`src/rtl/seq_pattern_tx.sv`:
```
// seq_pattern_tx: shifts a WIDTH-bit pattern out MSB-first over a valid/ready load,
// optionally repeating it with a fixed idle gap between frames.
module seq_pattern_tx #(
    parameter int WIDTH = 8,
    parameter int CNT_W = 4,
    parameter int GAP   = 1
) (
    input  logic             sys_clk,
    input  logic             sys_rst,
    input  logic             load_valid,
    output logic             load_ready,
    input  logic [WIDTH-1:0] load_data,
    input  logic [CNT_W-1:0] load_repeat,
    output logic             out,
    output logic             out_valid,
    output logic             busy,
    output logic             done
);
    localparam int BW = $clog2(WIDTH);
    localparam int GW = GAP > 1 ? $clog2(GAP) : 1;

    typedef enum logic [1:0] {IDLE, SHIFT, GAP_S} state_t;

    state_t           state, state_n;
    logic [WIDTH-1:0] shreg, shreg_n, pat, pat_n;
    logic [BW-1:0]    bit_cnt, bit_n;
    logic [CNT_W-1:0] rep_cnt, rep_n;
    logic [GW-1:0]    gap_cnt, gap_n;

    assign load_ready = state == IDLE;

    // shreg[WIDTH-1] is always the bit on the wire while in SHIFT
    always_comb begin
        state_n = state;
        shreg_n = shreg;
        pat_n   = pat;
        bit_n   = bit_cnt;
        rep_n   = rep_cnt;
        gap_n   = gap_cnt;
        case (state)
            IDLE: if (load_valid) begin
                state_n = SHIFT;
                shreg_n = load_data;
                pat_n   = load_data;
                rep_n   = load_repeat;
                bit_n   = '0;
            end
            SHIFT: if (bit_cnt == BW'(WIDTH - 1)) begin
                bit_n   = '0;
                shreg_n = shreg << 1;
                if (rep_cnt == '0) begin
                    state_n = IDLE;
                end else begin
                    rep_n   = rep_cnt - 1'b1;
                    shreg_n = pat;
                    gap_n   = '0;
                    state_n = GAP == 0 ? SHIFT : GAP_S;
                end
            end else begin
                bit_n   = bit_cnt + 1'b1;
                shreg_n = shreg << 1;
            end
            GAP_S: if (int'(gap_cnt) == GAP - 1) state_n = SHIFT;
                   else gap_n = gap_cnt + 1'b1;
            default: state_n = IDLE;
        endcase
    end

    always_ff @(posedge sys_clk or posedge sys_rst) begin
        if (sys_rst) begin
            state     <= IDLE;
            shreg     <= '0;
            pat       <= '0;
            bit_cnt   <= '0;
            rep_cnt   <= '0;
            gap_cnt   <= '0;
            out       <= 1'b0;
            out_valid <= 1'b0;
            busy      <= 1'b0;
            done      <= 1'b0;
        end else begin
            state     <= state_n;
            shreg     <= shreg_n;
            pat       <= pat_n;
            bit_cnt   <= bit_n;
            rep_cnt   <= rep_n;
            gap_cnt   <= gap_n;
            out       <= state_n == SHIFT && shreg_n[WIDTH-1];
            out_valid <= state_n == SHIFT;
            busy      <= state_n != IDLE;
            done      <= state_n == SHIFT && bit_n == BW'(WIDTH - 1) && rep_n == '0;
        end
    end
endmodule
```
`config.mk`:
```
export PLATFORM = sky130hd
export DESIGN_NAME = seq_pattern_tx
export DESIGN_NICKNAME = d
export VERILOG_FILES = /design/src/rtl/seq_pattern_tx.sv
export SDC_FILE = /design/constraint.sdc
export NUM_CORES = 1
export LEC_CHECK = 0
export BUFFER_PORTS_ARGS = -buffer_cell sky130_fd_sc_hd__buf_2
export CORE_ASPECT_RATIO = 0.6
export CORE_UTILIZATION = 35
export CTS_CLUSTER_SIZE = 40
export DETAILED_ROUTE_END_ITERATION = 8
export GPL_TIMING_DRIVEN = 0
export PLACE_DENSITY = 0.6
export SLEW_MARGIN = 20
export SYNTH_ARGS = -nofsm -noshare
export SYNTH_HDL_FRONTEND = slang
export SYNTH_SLANG_ARGS = --single-unit
export TNS_END_PERCENT = 50
```
`constraint.sdc`:
```
create_clock -name sys_clk -period 5.5 [get_ports sys_clk]
set_input_delay 0.825 -clock sys_clk [delete_from_list [all_inputs] [get_ports sys_clk]]
set_output_delay 0.825 -clock sys_clk [all_outputs]
set_load 0.01 [all_outputs]
```
==> flow_summary_export.csv <==
group,metric,value,unit
final_layout,register_area,725.7,µm²
drt,routed.top_layer,"met4",
drt,drc,0,
setup_path,crit_fanout,7,
placement,placedInstanceArea,0.001521,mm²
clock_tree,clk_latency,0.28,ns
timing,slew_viol_final,0,
timing,rsz0062_at_grt,"false",
final_layout,final_nets,181,
die,core-area,0.003701,mm²
grt,grtUsageTotal,16.92,%
clock_tree,cts_sinks,29,
drt,met3RoutedLength,222,µm
min_path,hp-start,"pat[4]$_DFFE_PP0P_",
timing,max_freq,475.4,MHz
clock_tree,ctsHoldBuffers,0,
clock_tree,clockBufferDepth,2,
setup_path,path_delay_family,"compound AO/OA/AOI/OAI gates",
timing,final.setup.tns,0,ns
setup_path,arrival,2.32,ns
setup_path,startpoint_type,"flip-flop",
power_and_ir_drop,cellPowerDensity,251.2,mW/mm²
power_and_ir_drop,ir_worst_vdd,107.8,µV
setup_path,critPathBufInv,1,
die,fp.dieW,82.85,µm
outcome,outcome,"finished clean",
setup_path,rr_endpoint,"out$_DFF_PP0_",
timing,relSlewSlack,59.41,%
setup_path,cp-endpoint,"out$_DFF_PP0_",
synth,avgSynthCellArea,9.946,µm²
clock_tree,clk_pin_slew,0.06,ns
setup_path,r2r_slack,3.40,ns
run,cap_viol_max_count,0,
drt,drtIter0Drc,107,
power_and_ir_drop,p_total,402.3,µW
final_layout,fin_area,0.001602,mm²
grt,grt_max_degree,30,
setup_path,required,5.71,ns
final_layout,syn_to_final_growth,16.68,%
placement,gp_congestion,0.8128,
placement,port_buffers,18,
synth,ys_warn_count,0,
grt,grt_pass1_wl,5.292,mm
synth,syn_inst,138,
drt,route.met2.wl,1.375,mm
timing,fin_worst_skew,0.005741,ns
timing,period_needed,2.104,ns
drt,vias_per_cell,5.114,
drt,wl,3.113,mm
setup_path,rr_worst_depth,6,
drt,dr.pass1.iters,6,
clock_tree,post_cts_resized,0,
synth,synth_area,0.001373,mm²
setup_path,crit_path_end_kind,"flip-flop",
drt,m1WireLength,1.490,mm
final_layout,drive_gt1_share,24.39,%
clock_tree,cts_tree,"done",
final_layout,fill_cells,386,
final_layout,finish.utilization,43.27,%
placement,dp_hpwl,2.240,mm
grt,grt_pass1_vias,1112,
clock_tree,cts_buffers,5,
final_layout,antennaDiodeCount,0,
drt,vias,1079,
grt,grt.overflow.total,0,
synth,ys.flop_type,"dfrtp_1",
synth,synth-edff-count,0,
die,rows,17,
die,die_area,0.004184,mm²
setup_path,startpoint,"rep_cnt[0]$_DFF_PP0_",
grt,antenna_found_initial,0,
synth,async_reset_ff_share,100.0,%
synth,synth_cell_type_count,41,
synth,synthesis.nets,156,
die,ioPinCount,20,
power_and_ir_drop,p_leak,0.7815,nW
clock_tree,cts_setup_buffers,0,
setup_path,path_depth,6,
timing,period_share,38.25,%
drt,routedWlPerCell,14.75,µm
drt,ant_nets,0,
clock_tree,htree_levels,2,
synth,ys_seq_elements,29,
setup_path,crit_path_top_delay_cell,"a21oi_1",
setup_path,slowest_delay,0.53,ns
die,die_h,50.51,µm
setup_path,path_class,"flip-flop to flip-flop",
setup_path,worstPathCellList,"inv_1 -> ha_1 -> or3b_1 -> a21oi_1 -> a221o_1 -> and2_1",
final_layout,multi_input_area,581.8,µm²
timing,tightestPinTransition,0.6080,ns
timing,setup-violations-final,0,
timing,hold_viol_final,0,
synth,ys_seq_area_share,52.87,%
min_path,hp-class,"flip-flop to flip-flop",
clock_tree,cts-root-buf,"clkbuf_8",
die,start_util,37.09,%
setup_path,timing.rr.start,"rep_cnt[0]$_DFF_PP0_",
==> synthesized netlist by cell type, types with 2 or more instances <==
cell type / count / area share (%)
a222oi_1: 5 / 3.6
buf_2: 4 / 1.5
a21oi_1: 4 / 1.5
nand2_1: 43 / 12
dfrtp_1: 29 / 53
o21ai_0: 2 / 0.73
inv_1: 5 / 1.4
nor2_1: 5 / 1.4
ha_1: 3 / 2.7
o22ai_1: 2 / 0.91
a221o_2: 2 / 1.6
nor2b_1: 4 / 1.8
and2_1: 2 / 0.91
==> cells by family after synthesis <==
kind of cell | after synthesis | share of synthesized area [%]
and+or+nand+nor | 65 | 22.61
DFF | 29 | 52.87
AOI/OAI and AO/OA | 27 | 16.23
buffers and inverters | 13 | 4.740
adders and majority gates | 3 | 2.735
muxes | 1 | 0.8204
==> tightest hold or removal path, cell delays in order, from the launching register on <==
cell,delay [ns]
dfrtp_1,0.34
nand2_1,0.05
nand2_1,0.06
==> power by group <==
part | internal, mW | switching, mW
clock network | 0.0897 | 0.0763
logic | 0.00810 | 0.0108
registers | 0.215 | 0.00248
==> layout by cell type, fill, tap and decap left out, drive strengths merged <==
cell and instances:
a2111oi 1, a211oi 1, a21oi 4, a221o 3
a222oi 5, a22o 1, a22oi 1, a32o 1
a32oi 1, and2 2, and2b 1, and4b 1
buf 24, clkbuf 9, dfrtp 29, ha 3
inv 6, mux2 1, nand2 43, nand2b 1
nand3 1, nand4 1, nor2 5, nor2b 4
nor3 1, nor3b 1, nor4b 2, o211ai 1
o21ai 3, o21bai 1, o221ai 1, o22ai 2
o31ai 1, or2 1, or3b 1
==> final cells by class <==
class                   count  area share (%)
repair buffers             18           5.625
plain buffers               7           2.656
flip-flops and latches     29           45.31
multi-input cells          96           36.33
clock buffers               8           5.000
inverters                   6           1.406
well taps                  47           3.672
==> layer usage <==
layer  track usage [%]  up-vias
met1             22.75      501
met5                 0        -
li1                  -      534
met4             6.897        0
met2             25.68       39
met3             5.099        5
==> worst min-delay path by stage <==
stage	endpoint	slack (ns)	cells past startpoint
after CTS	pat[4]$_DFFE_PP0P_	0.48	2
after global routing	pat[6]$_DFFE_PP0P_	0.51	2
final	pat[4]$_DFFE_PP0P_	0.48	2
after detailed placement	pat[4]$_DFFE_PP0P_	0.47	2
after floorplan	shreg[1]$_DFFE_PP0P_	0.44	2
after global placement	shreg[3]$_DFFE_PP0P_	0.45	2
==> state kept, by name, summed over array words and instances, names as in the netlist <==
| register | cells |
|---|---|
| out | 1 |
| bit_cnt | 3 |
| done | 1 |
| state | 2 |
| pat | 8 |
| busy | 1 |
| shreg | 8 |
| out_valid | 1 |
| rep_cnt | 4 |
==> per-stage QoR <==
stage                     hold slack (ns)  setup WS, ns  std cells
after detailed placement           0.4675         3.390        203
after global placement             0.4543         3.358        203
final                              0.4798         3.396        211
after global routing               0.5104         3.309        211
after floorplan                    0.4447         3.594        138
after CTS                          0.4825         3.411        211
Power figures use the tool's default switching activity.
